### src/rtl/button_reader.sv
`default_nettype none
// ============================================================================
// Module      : button_reader
// Description : Synchronises and debounces two raw push buttons (up/down) on
//               a shared slow sampling tick, emits one-clock press pulses and
//               maintains an 8-bit up/down press counter for an LED bank.
// Revision    : 1.0 - initial release
// ============================================================================
module button_reader #(
    parameter int TICK_CYCLES  = 500000,
    parameter int STABLE_TICKS = 3
) (
    input  logic       clk,
    input  logic       rst,
    input  logic       btn_up,
    input  logic       btn_down,
    output logic       up_level,
    output logic       down_level,
    output logic       up_pulse,
    output logic       down_pulse,
    output logic [7:0] value
);

    localparam logic [25:0] c_tick_last = 26'(TICK_CYCLES - 1);
    localparam logic [3:0]  c_stable    = 4'(STABLE_TICKS);

    localparam logic [1:0] c_st_idle    = 2'd0;
    localparam logic [1:0] c_st_wait_hi = 2'd1;
    localparam logic [1:0] c_st_pressed = 2'd2;
    localparam logic [1:0] c_st_wait_lo = 2'd3;

    // Bit 0 is the up button, bit 1 the down button throughout.
    logic [1:0]  w_btn;
    logic [1:0]  r_sync1;
    logic [1:0]  r_sync2;
    logic [25:0] r_presc;
    logic        w_tick;
    logic [1:0]  w_level;
    logic [1:0]  w_pulse;
    logic [7:0]  r_value;

    assign w_btn = {btn_down, btn_up};

    // Two-flop synchroniser per button; only the second stage is consumed.
    always_ff @(posedge clk or posedge rst) begin
        if (rst) begin
            r_sync1 <= 2'b00;
            r_sync2 <= 2'b00;
        end else begin
            r_sync1 <= w_btn;
            r_sync2 <= r_sync1;
        end
    end

    // Shared free-running prescaler producing the sampling tick.
    always_ff @(posedge clk or posedge rst) begin
        if (rst) begin
            r_presc <= 26'd0;
        end else if (r_presc == c_tick_last) begin
            r_presc <= 26'd0;
        end else begin
            r_presc <= r_presc + 26'd1;
        end
    end

    assign w_tick = (r_presc == c_tick_last);

    for (genvar gi = 0; gi < 2; gi++) begin : g_btn
        logic [1:0] r_state;
        logic [3:0] r_scnt;
        logic       r_level;
        logic       r_pulse;
        logic       w_sync;
        logic [3:0] w_scnt_inc;

        assign w_sync     = r_sync2[gi];
        assign w_scnt_inc = r_scnt + 4'd1;

        // Debounce FSM: a level must persist for STABLE_TICKS samples; level
        // tracks PRESSED/WAIT_LO and the pulse fires only on WAIT_HI -> PRESSED.
        always_ff @(posedge clk or posedge rst) begin
            if (rst) begin
                r_state <= c_st_idle;
                r_scnt  <= 4'd0;
                r_level <= 1'b0;
                r_pulse <= 1'b0;
            end else begin
                r_pulse <= 1'b0;
                if (w_tick) begin
                    case (r_state)
                        c_st_idle: begin
                            if (w_sync) begin
                                r_state <= c_st_wait_hi;
                                r_scnt  <= 4'd1;
                            end
                        end
                        c_st_wait_hi: begin
                            if (!w_sync) begin
                                r_state <= c_st_idle;
                                r_scnt  <= 4'd0;
                            end else if (w_scnt_inc == c_stable) begin
                                r_state <= c_st_pressed;
                                r_scnt  <= 4'd0;
                                r_level <= 1'b1;
                                r_pulse <= 1'b1;
                            end else begin
                                r_scnt  <= w_scnt_inc;
                            end
                        end
                        c_st_pressed: begin
                            if (!w_sync) begin
                                r_state <= c_st_wait_lo;
                                r_scnt  <= 4'd1;
                            end
                        end
                        c_st_wait_lo: begin
                            if (w_sync) begin
                                // Bounce back to pressed: still the same press, no pulse.
                                r_state <= c_st_pressed;
                                r_scnt  <= 4'd0;
                            end else if (w_scnt_inc == c_stable) begin
                                r_state <= c_st_idle;
                                r_scnt  <= 4'd0;
                                r_level <= 1'b0;
                            end else begin
                                r_scnt  <= w_scnt_inc;
                            end
                        end
                        default: begin
                            r_state <= c_st_idle;
                            r_scnt  <= 4'd0;
                            r_level <= 1'b0;
                        end
                    endcase
                end
            end
        end

        assign w_level[gi] = r_level;
        assign w_pulse[gi] = r_pulse;
    end

    // Press counter: up and down in the same cycle cancel each other.
    always_ff @(posedge clk or posedge rst) begin
        if (rst) begin
            r_value <= 8'h00;
        end else begin
            case (w_pulse)
                2'b01:   r_value <= r_value + 8'd1;
                2'b10:   r_value <= r_value - 8'd1;
                default: r_value <= r_value;
            endcase
        end
    end

    assign up_level   = w_level[0];
    assign down_level = w_level[1];
    assign up_pulse   = w_pulse[0];
    assign down_pulse = w_pulse[1];
    assign value      = r_value;

endmodule
`default_nettype wire

### config.mk
export PLATFORM = sky130hd
export DESIGN_NAME = button_reader
export DESIGN_NICKNAME = d
export VERILOG_FILES = /design/src/rtl/button_reader.sv
export SDC_FILE = /design/constraint.sdc
export NUM_CORES = 1
export LEC_CHECK = 0
export ABC_AREA = 1
export CORE_MARGIN = 3
export CORE_UTILIZATION = 60
export CTS_BUF_LIST = sky130_fd_sc_hd__clkbuf_4 sky130_fd_sc_hd__clkbuf_8
export DETAILED_ROUTE_END_ITERATION = 7
export PLACE_DENSITY = 0.79
export RECOVER_POWER = 50
export SYNTH_ARGS = -nofsm -noshare
export SYNTH_HDL_FRONTEND = slang
export SYNTH_SLANG_ARGS = --single-unit
### constraint.sdc
create_clock -name clk -period 2.6 [get_ports clk]
set_input_delay 0.65 -clock clk [delete_from_list [all_inputs] [get_ports clk]]
set_output_delay 0.65 -clock clk [all_outputs]
set_load 0.02 [all_outputs]
==> out/summary.md, run 1 <==
Highest metal layer with signal wires: met4. Derived from the worst setup path, the maximum achievable clock frequency is 498.5 MHz. The final critical path time including I/O delays and setup is 2006 ps, and the Yosys warning count is 0. In the routed design, unresolved DRC markers number 0.

Detailed routing inserted a total of 2,787 vias. The total power after layout is 1.446 mW, and the maximum level of the CTS H-tree is 2. The logs give 6774 um for the total wire length after detailed routing and 234 for the DRC violation total after the first TritonRoute iteration. After clock tree synthesis, the repair step resized 0 gates. The cell type with the highest aggregate area in the netlist is dfrtp_1. The path type of the worst setup path is flop to output port. The critical path capture point type is an output port. The first global-routing pass estimated 11,610 um of wire.

In this run the worst path has a maximum fanout of 4. The run gives 0 as the final global-route overflow total. Power spread over the standard cell area amounts to 395.8 mW/mm^2. In this run the tool buffered the top-level ports with 15 buffer cells. The tool flagged a number of max-cap violations equal to 0.

Routability-driven placement finished with a final weighted congestion of 0.9600. The synthesized netlist cell count is 453. The run finished with clean final reports.

In the final routed layout, each cell accounts on average for 12.43 um. The antenna violation net count after detailed routing came out at 0. After floorplanning, the core was divided into 26 placement rows. After clock tree synthesis, the clock-pin slew on the worst setup and hold paths is 100 ps. The logs give 0 for the post-cts hold buffer count and 16 for the number of primary I/O pins.

The layout cell share with drive strength beyond 1 was 4.632%. STA puts the critical path data arrival time at 1360 ps. The minimum setup slack among reg-to-reg paths was 630 ps; the transition at the pin with the smallest max-transition slack was 942.0 ps. After clock tree synthesis, the setup repair step added 0 buffers. The headroom to the max-slew limit is 37.13%, and the final-report max-slew violation count is 0. The die covers 0.006414 mm^2. Global routing consumed, over all layers together, 23.32% of the routing resources.

Count of cell types in the netlist: 33. The category of cells accounting for the largest share of critical-path delay was buffers and inverters. By area the synthesized netlist is led by dfrtp_1 (41%), nand2_1 (14%), inv_1 (9.0%). The worst setup path is launched from a flop. Of the synthesized area, sequential elements account for 41.03%. The worst hold-check path type was flop to flop. Among all stages on the critical path, the largest delay is contributed by clkdlybuf4s50_1. The placeable core region came out at 0.005205 mm^2. VDD sags by at most 0.0002813 V. Setup repair after global routing left no endpoint under its margin. Summed over all nets, wire length on met2 after detailed routing comes to 3243 um. The clock drives 54 sinks. The area growth from synthesis to layout is 10.94%.

Averaged over all synthesized cells, the footprint is 7.270 um^2. In this design, the stage delay of the slowest critical-path cell is 620 ps. Across the routed clock network, the largest skew measured is 7.023 ps. Sum of buffers and inverters on the critical path: 1. The cell sitting at the root of the clock tree is a clkbuf_8.

The tools report the via count of the first global-routing pass as 2,659. The clock passes through at most 2 buffers. The tools report the initial standard-cell utilization of the core as 63.27%. The die is 80.09 um tall.

At the later pin of the worst-skew pair, clock insertion delay measures 310 ps. OpenSTA, run right after detailed placement, puts the worst setup slack at 648.7 ps. At the end of the flow, the number of nets in the layout was 491. The analysis attributes to cell leakage a power of 1.864 nW. For the largest net degree at the start of global routing, the log shows 33.

The tools report the final worst-path setup slack as 594.2 ps. For this run, the share of the core covered by cells in the final layout is 70.19%. The area share of the largest cell type after synthesis is 41.03%. Setup violations remaining at the end of the flow were counted as 0.

Wire segments on met3 add up to 273 um in the final route. The critical path goes through clkdlybuf4s50_1. TritonCTS built the clock tree. The number of iterations in the first detailed-routing pass came out at 5. For this block, wires on met1 add up to 3102 um. The number of storage elements in the synthesis netlist was 54; the total clock buffers created by CTS was 5. The initial antenna violation count is 0, and the antenna diode count is 0. Data on the critical path is required at its endpoint by 1950 ps. When the netlist entered floorplanning its net count stood at 470.

The detailed-placement wirelength estimate is 5352 um, and the post-synthesis instance area is 0.003293 mm^2. Using the TritonRoute via totals, the vias-per-cell ratio works out to 5.114. The number of endpoints with negative hold slack in the final report is 0, and the final clock period utilization by the worst path is 77.15%. Setup total negative slack on the finished layout was measured at 0 ps.

The die is 80.09 um wide.
==> cells in the mapped netlist <==
library cell / instances
nand2_1: 121
inv_1: 79
nor2_1: 72
dfrtp_1: 54
nand3_1: 28
xor2_1: 15
nor3_1: 14
ha_1: 12
nand4_1: 9
a21oi_1: 6
o21ai_0: 6
xnor2_1: 6
nor2_4: 5
o21ai_1: 3
a21o_1: 2
nand3_2: 2
nand3b_1: 2
o21ai_2: 2
a21boi_0: 1
a31oi_1: 1
and2_1: 1
buf_6: 1
clkbuf_1: 1
clkinv_1: 1
fa_1: 1
inv_2: 1
nand2_2: 1
nand2_4: 1
nand4_2: 1
nor3b_1: 1
o21bai_1: 1
o22ai_1: 1
o31ai_1: 1
==> layout by cell type (no fill, tap or decap), drive strengths merged <==
| cell type | Yosys | layout |
|---|---|---|
| nor2 | 77 | 77 |
| a21o | 2 | 2 |
| and2 | 1 | 1 |
| clkdlybuf4s50 | 0 | 12 |
| o21bai | 1 | 1 |
| buf | 1 | 1 |
| ha | 12 | 12 |
| nand4 | 10 | 10 |
| o22ai | 1 | 1 |
| nor3b | 1 | 1 |
| xor2 | 15 | 15 |
| nor3 | 14 | 14 |
| clkbuf | 1 | 5 |
| inv | 80 | 81 |
| a21boi | 1 | 1 |
| clkinvlp | 0 | 1 |
| o21ai | 11 | 11 |
| nand3b | 2 | 2 |
| a21oi | 6 | 6 |
| dlygate4sd3 | 0 | 3 |
| fa | 1 | 1 |
| xnor2 | 6 | 6 |
| bufinv | 0 | 1 |
| nand2 | 123 | 123 |
| clkinv | 1 | 1 |
| dfrtp | 54 | 54 |
| o31ai | 1 | 1 |
| nand3 | 30 | 30 |
| a31oi | 1 | 1 |
==> flip-flops by register name (all words and copies together) (netlist names), named ones only <==
| name | count |
|---|---|
| value | 8 |
| down_pulse | 1 |
| up_pulse | 1 |
| g_btn.r_state | 2 |
| g_btn.r_scnt | 8 |
| up_level | 1 |
| down_level | 1 |
| r_sync2 | 2 |
| r_presc | 26 |
| r_sync1 | 2 |
==> metal layers <==
metal,GRT usage [%],vias to the layer above
met5,0,-
met4,7.939,0
met3,4.036,15
met2,38.82,55
met1,30.71,1274
li1,-,1443
==> through the flow <==
stage               instances  hold slack [ps]  area [um^2]
finish                    545            357.6         3654
global route              545            377.1         3654
global placement          537            334.5         3536
CTS                       545            362.0         3654
detailed placement        537            338.1         3536
floorplan                 453            331.2         3293
==> where the power goes <==
group          internal (mW)  switching, mW
Clock                  0.293          0.281
Sequential             0.842        0.00219
Combinational        0.00768         0.0201
Total                   1.14          0.303
==> path summary, 6_finish.rpt <==
check / cells after the start / end / from
setup / recovery: 1 / value[0] / value[0]
hold / removal: 0 / r_sync2[1] / r_sync1[1]
setup reg to reg: 10 / value[7] / up_pulse
hold reg to reg: 0 / r_sync2[1] / r_sync1[1]
max in group asynchronous: 3 / r_presc[12] / rst
min in group asynchronous: 2 / value[1] / rst
==> cells by family after synthesis <==
group                    synth area share (%)
buffers and inverters                   9.688
flip-flops                              41.03
adder cells (fa/ha/maj)                 5.167
AND/OR/NAND/NOR                         34.19
XOR/XNOR                                5.585
AO/OA/AOI/OAI                           4.332
==> final cells by class <==
class | count | area (um^2)
inverter | 81 | 304.0
tap | 70 | 87.58
sequential | 54 | 1351
clock buffer | 5 | 68.82
multi-input combinational | 316 | 1623
timing repair buffer | 16 | 170.2
clock inverter | 3 | 48.80
fill | 450 | 1551
Power figures use the tool's default switching activity.
==> run 2: changes to the inputs <==
Settings changed: CORE_UTILIZATION 60 to 57.
Clock period 2.6 ns to 1.7 ns, I/O delays scaled along.
==> run 2 against run 1 <==
Effect of this change:
- critical endpoint is now value[6]
- first-iteration DRC count down 22%
- largest power group unchanged
- sequential power grew 53%
- highest routed layer unchanged
- via count is 2.1% higher
- clock-buffer cell count is the same
- sequential share of layout area decreased by 2.2 points
- power rose by 44%
- clock skew is essentially flat
==> out/summary.md, run 2 (same netlist as run 1, synthesis figures left out) <==
Hold path endpoint: r_sync2[0] (was r_sync2[1]). The category of cells accounting for the largest share of critical-path delay was adder cells (was buffers and inverters). For the initial standard-cell utilization of the core, the log shows 59.44% (was 63.27%).

The initial antenna violation count was 0 (unchanged). CP cell instances: inv_2 -> ha_4 -> ha_1 -> buf_4 -> a21oi_1 -> nand4_1 -> nand3_1 -> nand2_1 (was clkdlybuf4s50_1). The final global-route overflow total was 0 (unchanged); the headroom to the max-slew limit was 49.45% (was 37.13%).

The transition at the pin with the smallest max-transition slack is 758.2 ps (was 942.0 ps), and the number of DRC violations after detailed routing is 0 (unchanged). For the number of filler cells placed in the layout, the log shows 476 (was 450). The logs give 5 (unchanged) for the total clock buffers created by CTS and 2,651 (was 2,659) for the via count of the first global-routing pass. The startpoint of the worst-slack reg-to-reg timing path is up_pulse (unchanged). The detailed-placement wirelength estimate is 5377 um (was 5352 um). The depth of the worst hold-timing path is 0 (unchanged), and the overall die area is 0.006726 mm^2 (was 0.006414 mm^2). The worst slack at placement is -24.68 ps (was 648.7 ps), and the required time of the worst setup path is 1920 ps (was 1950 ps). The flip-flop count of the largest register, all copies and words added is 26 (unchanged).

The area of all placed cells without fillers came out at 0.003886 mm^2 (was 0.003654 mm^2). The sum of met3 wire segment lengths after detailed routing was 200 um (was 273 um); the placeable core region was 0.005540 mm^2 (was 0.005205 mm^2). The vertical die dimension is 82.01 um (was 80.09 um).

The run gives 0 ps (unchanged) as the final setup TNS. The most frequent standard cell in the layout excluding fill and tap cells was nand2_1 (unchanged). The leakage power total was 1.993 nW (was 1.864 nW). The DRC violation total after the first TritonRoute iteration came out at 183 (was 234). The run gives 22.78% (was 23.32%) as the global router's overall resource usage. Core occupancy in the finished layout: 70.14% (was 70.19%). The tools report the final RePlAce weighted congestion as 0.9569 (was 0.9600). The routed wirelength normalized by instance count came out at 13.29 um (was 12.43 um). The tools report the capturing point of the worst reg2reg path as value[6] (was value[7]).

The maximum fanout along the worst path is 8 (was 4). The final-report max-slew violation count was 0 (unchanged); the met1 wire length was 3606 um (was 3102 um). The run gives 2,846 (was 2,787) as the routed via count.

Highest metal layer with signal wires: met4 (unchanged). For this run, the top clock speed supported by timing is 594.6 MHz. The layout cell share with drive strength beyond 1 was 13.74% (was 4.632%); the final clock period utilization by the worst path was 98.92%. The logs give 27 (was 26) for the cell row count and 0 (unchanged) for the antenna diode count. The count of non-filler cells in the finished layout is 567 (was 545), and the number of port buffers is 15 (unchanged). The logs give 556 (was 537) for the total instance count after detailed placement and 2 (unchanged) for the maximum count of clock buffers along a single path. The run gives 511 (was 491) as the net count reported at finish. TritonCTS built the clock tree. The chip width is 82.01 um (was 80.09 um), and the delay contributed by the slowest stage of the critical path is 420 ps (was 620 ps). The logs give 0 (unchanged) for the setup-violating endpoint count in the final report and 1900 ps (was 1360 ps) for the arrival time of the worst setup path.

Cell area reported after detailed placement: 0.003684 mm^2 (was 0.003536 mm^2). The max-cap check violation count is 0 (unchanged), and the power per unit of standard cell area is 534.7 mW/mm^2 (was 395.8 mW/mm^2). The flow ran to the end, and the final reports show no timing, DRC or antenna violations. The length in cells of the worst reg-to-reg path was 8 (was 10); the maximum resistive drop on vdd was 0.0005524 V (was 0.0002813 V). The minimum setup slack among reg-to-reg paths was 20 ps (was 630 ps); the later-pin clock latency in the skew report was 310 ps (about the same).

Final worst-path setup slack: 18.32 ps (was 594.2 ps). The standard cell with the maximum stage delay on the critical path is dfrtp_2 (was clkdlybuf4s50_1). The buffer type at the clock tree root is clkbuf_8 (unchanged). The worst path needs 1682 ps of the cycle, external delays included.

Commonest non-fill, non-tap cells in the layout: nand2_1 (116), inv_1 (74), nor2_1 (70) (was nand2_1 (121), inv_1 (79), nor2_1 (72)). Wire length of the first global-routing pass: 11,720 um (was 11,610 um). Category of the worst setup path launch point: a flop (unchanged). For the total length of routed met2 wires, the log shows 3662 um (was 3243 um).

The register clock-pin slew on the reported worst setup and hold paths is 100 ps (about the same), and the number of endpoints with negative hold slack in the final report is 0 (unchanged). The tools report the launch instance of the worst min-delay path as r_sync1[0] (was r_sync1[1]). The tools report the total wire length after detailed routing as 7535 um (was 6774 um). The maximum level of the CTS H-tree came out at 2 (unchanged).

For the largest net degree at the start of global routing, the log shows 55 (was 33). The total clock sinks is 54 (unchanged). The maximum clock skew at final layout was 6.820 ps (was 7.023 ps); the number of iterations in the first detailed-routing pass was 4 (was 5).

The register with the most flip-flops is r_presc (unchanged). The worst hold-check path type is flop to flop (unchanged). The sum of buffers and inverters on the critical path is 2 (was 1), and the detailed-route vias per instance is 5.019 (was 5.114).

The area growth from synthesis to layout is 18.01% (was 10.94%), and the antenna violation net count after detailed routing is 0 (unchanged). The path type of the worst setup path was flop to flop (was flop to output port). Setup repair after global routing could not meet its margin everywhere.

Critical path capture point type: a flop (was an output port). Number of primary I/O pins: 16 (unchanged).
## run 2: where the power goes
part           switching [mW]  internal [mW]  leakage, nW
sequential            0.00321           1.29        0.729
combinational          0.0318        0.00872         1.22
clock                   0.450          0.296       0.0408
## run 2: worst reg2reg max path: cells and delay by family, from the launching register on
family	cells	cell delay (ps)
fa+ha+maj	2	500
flops	1	420
simple gates	3	260
buf+inv	2	230
compound gates	1	180
## run 2: cell type report
class / count / area, um^2 / share of cell area, %
clock buffer: 5 / 68.82 / 1.771
clock inverter: 3 / 23.77 / 0.6117
inverter: 81 / 307.8 / 7.920
multi-input combinational: 318 / 1762 / 45.33
sequential: 54 / 1353 / 34.80
tap: 72 / 90.09 / 2.318
timing repair buffer: 34 / 281.5 / 7.244
## run 2: routing by layer
layer	vias to the layer above	GRT usage, %
met5	-	0
met4	0	4.983
met3	6	3.618
met2	47	37.96
met1	1314	31.16
li1	1479	-
## run 2: timing repair
action / in CTS / in global routing
pin swaps: 0 / 5
gates cloned: 0 / 2
gates resized for setup: 18 / 21
hold buffers: 0 / 0
endpoints found under the setup margin: 15 / 17
buffers inserted: 0 / 1
## run 2: worst max path at each step
stage | startpoint | to | slack (ps) | cells after the start
2_1_floorplan | down_pulse | value[7] | -50 | 9
3_3_place_gp | down_pulse | value[6] | 20 | 9
3_5_place_dp | up_pulse | value[5] | -20 | 9
4_1_cts | up_pulse | value[7] | 20 | 11
5_1_grt | up_pulse | value[6] | -100 | 8
6_report | up_pulse | value[6] | 20 | 8
## run 2: per-stage QoR
stage                     hold WS [ps]  power, mW
final                            356.6      2.078
after global routing             366.7      2.164
after CTS                        359.1      2.109
after detailed placement         336.5      1.364
after global placement           333.9      1.363
after floorplan                  331.2      1.342
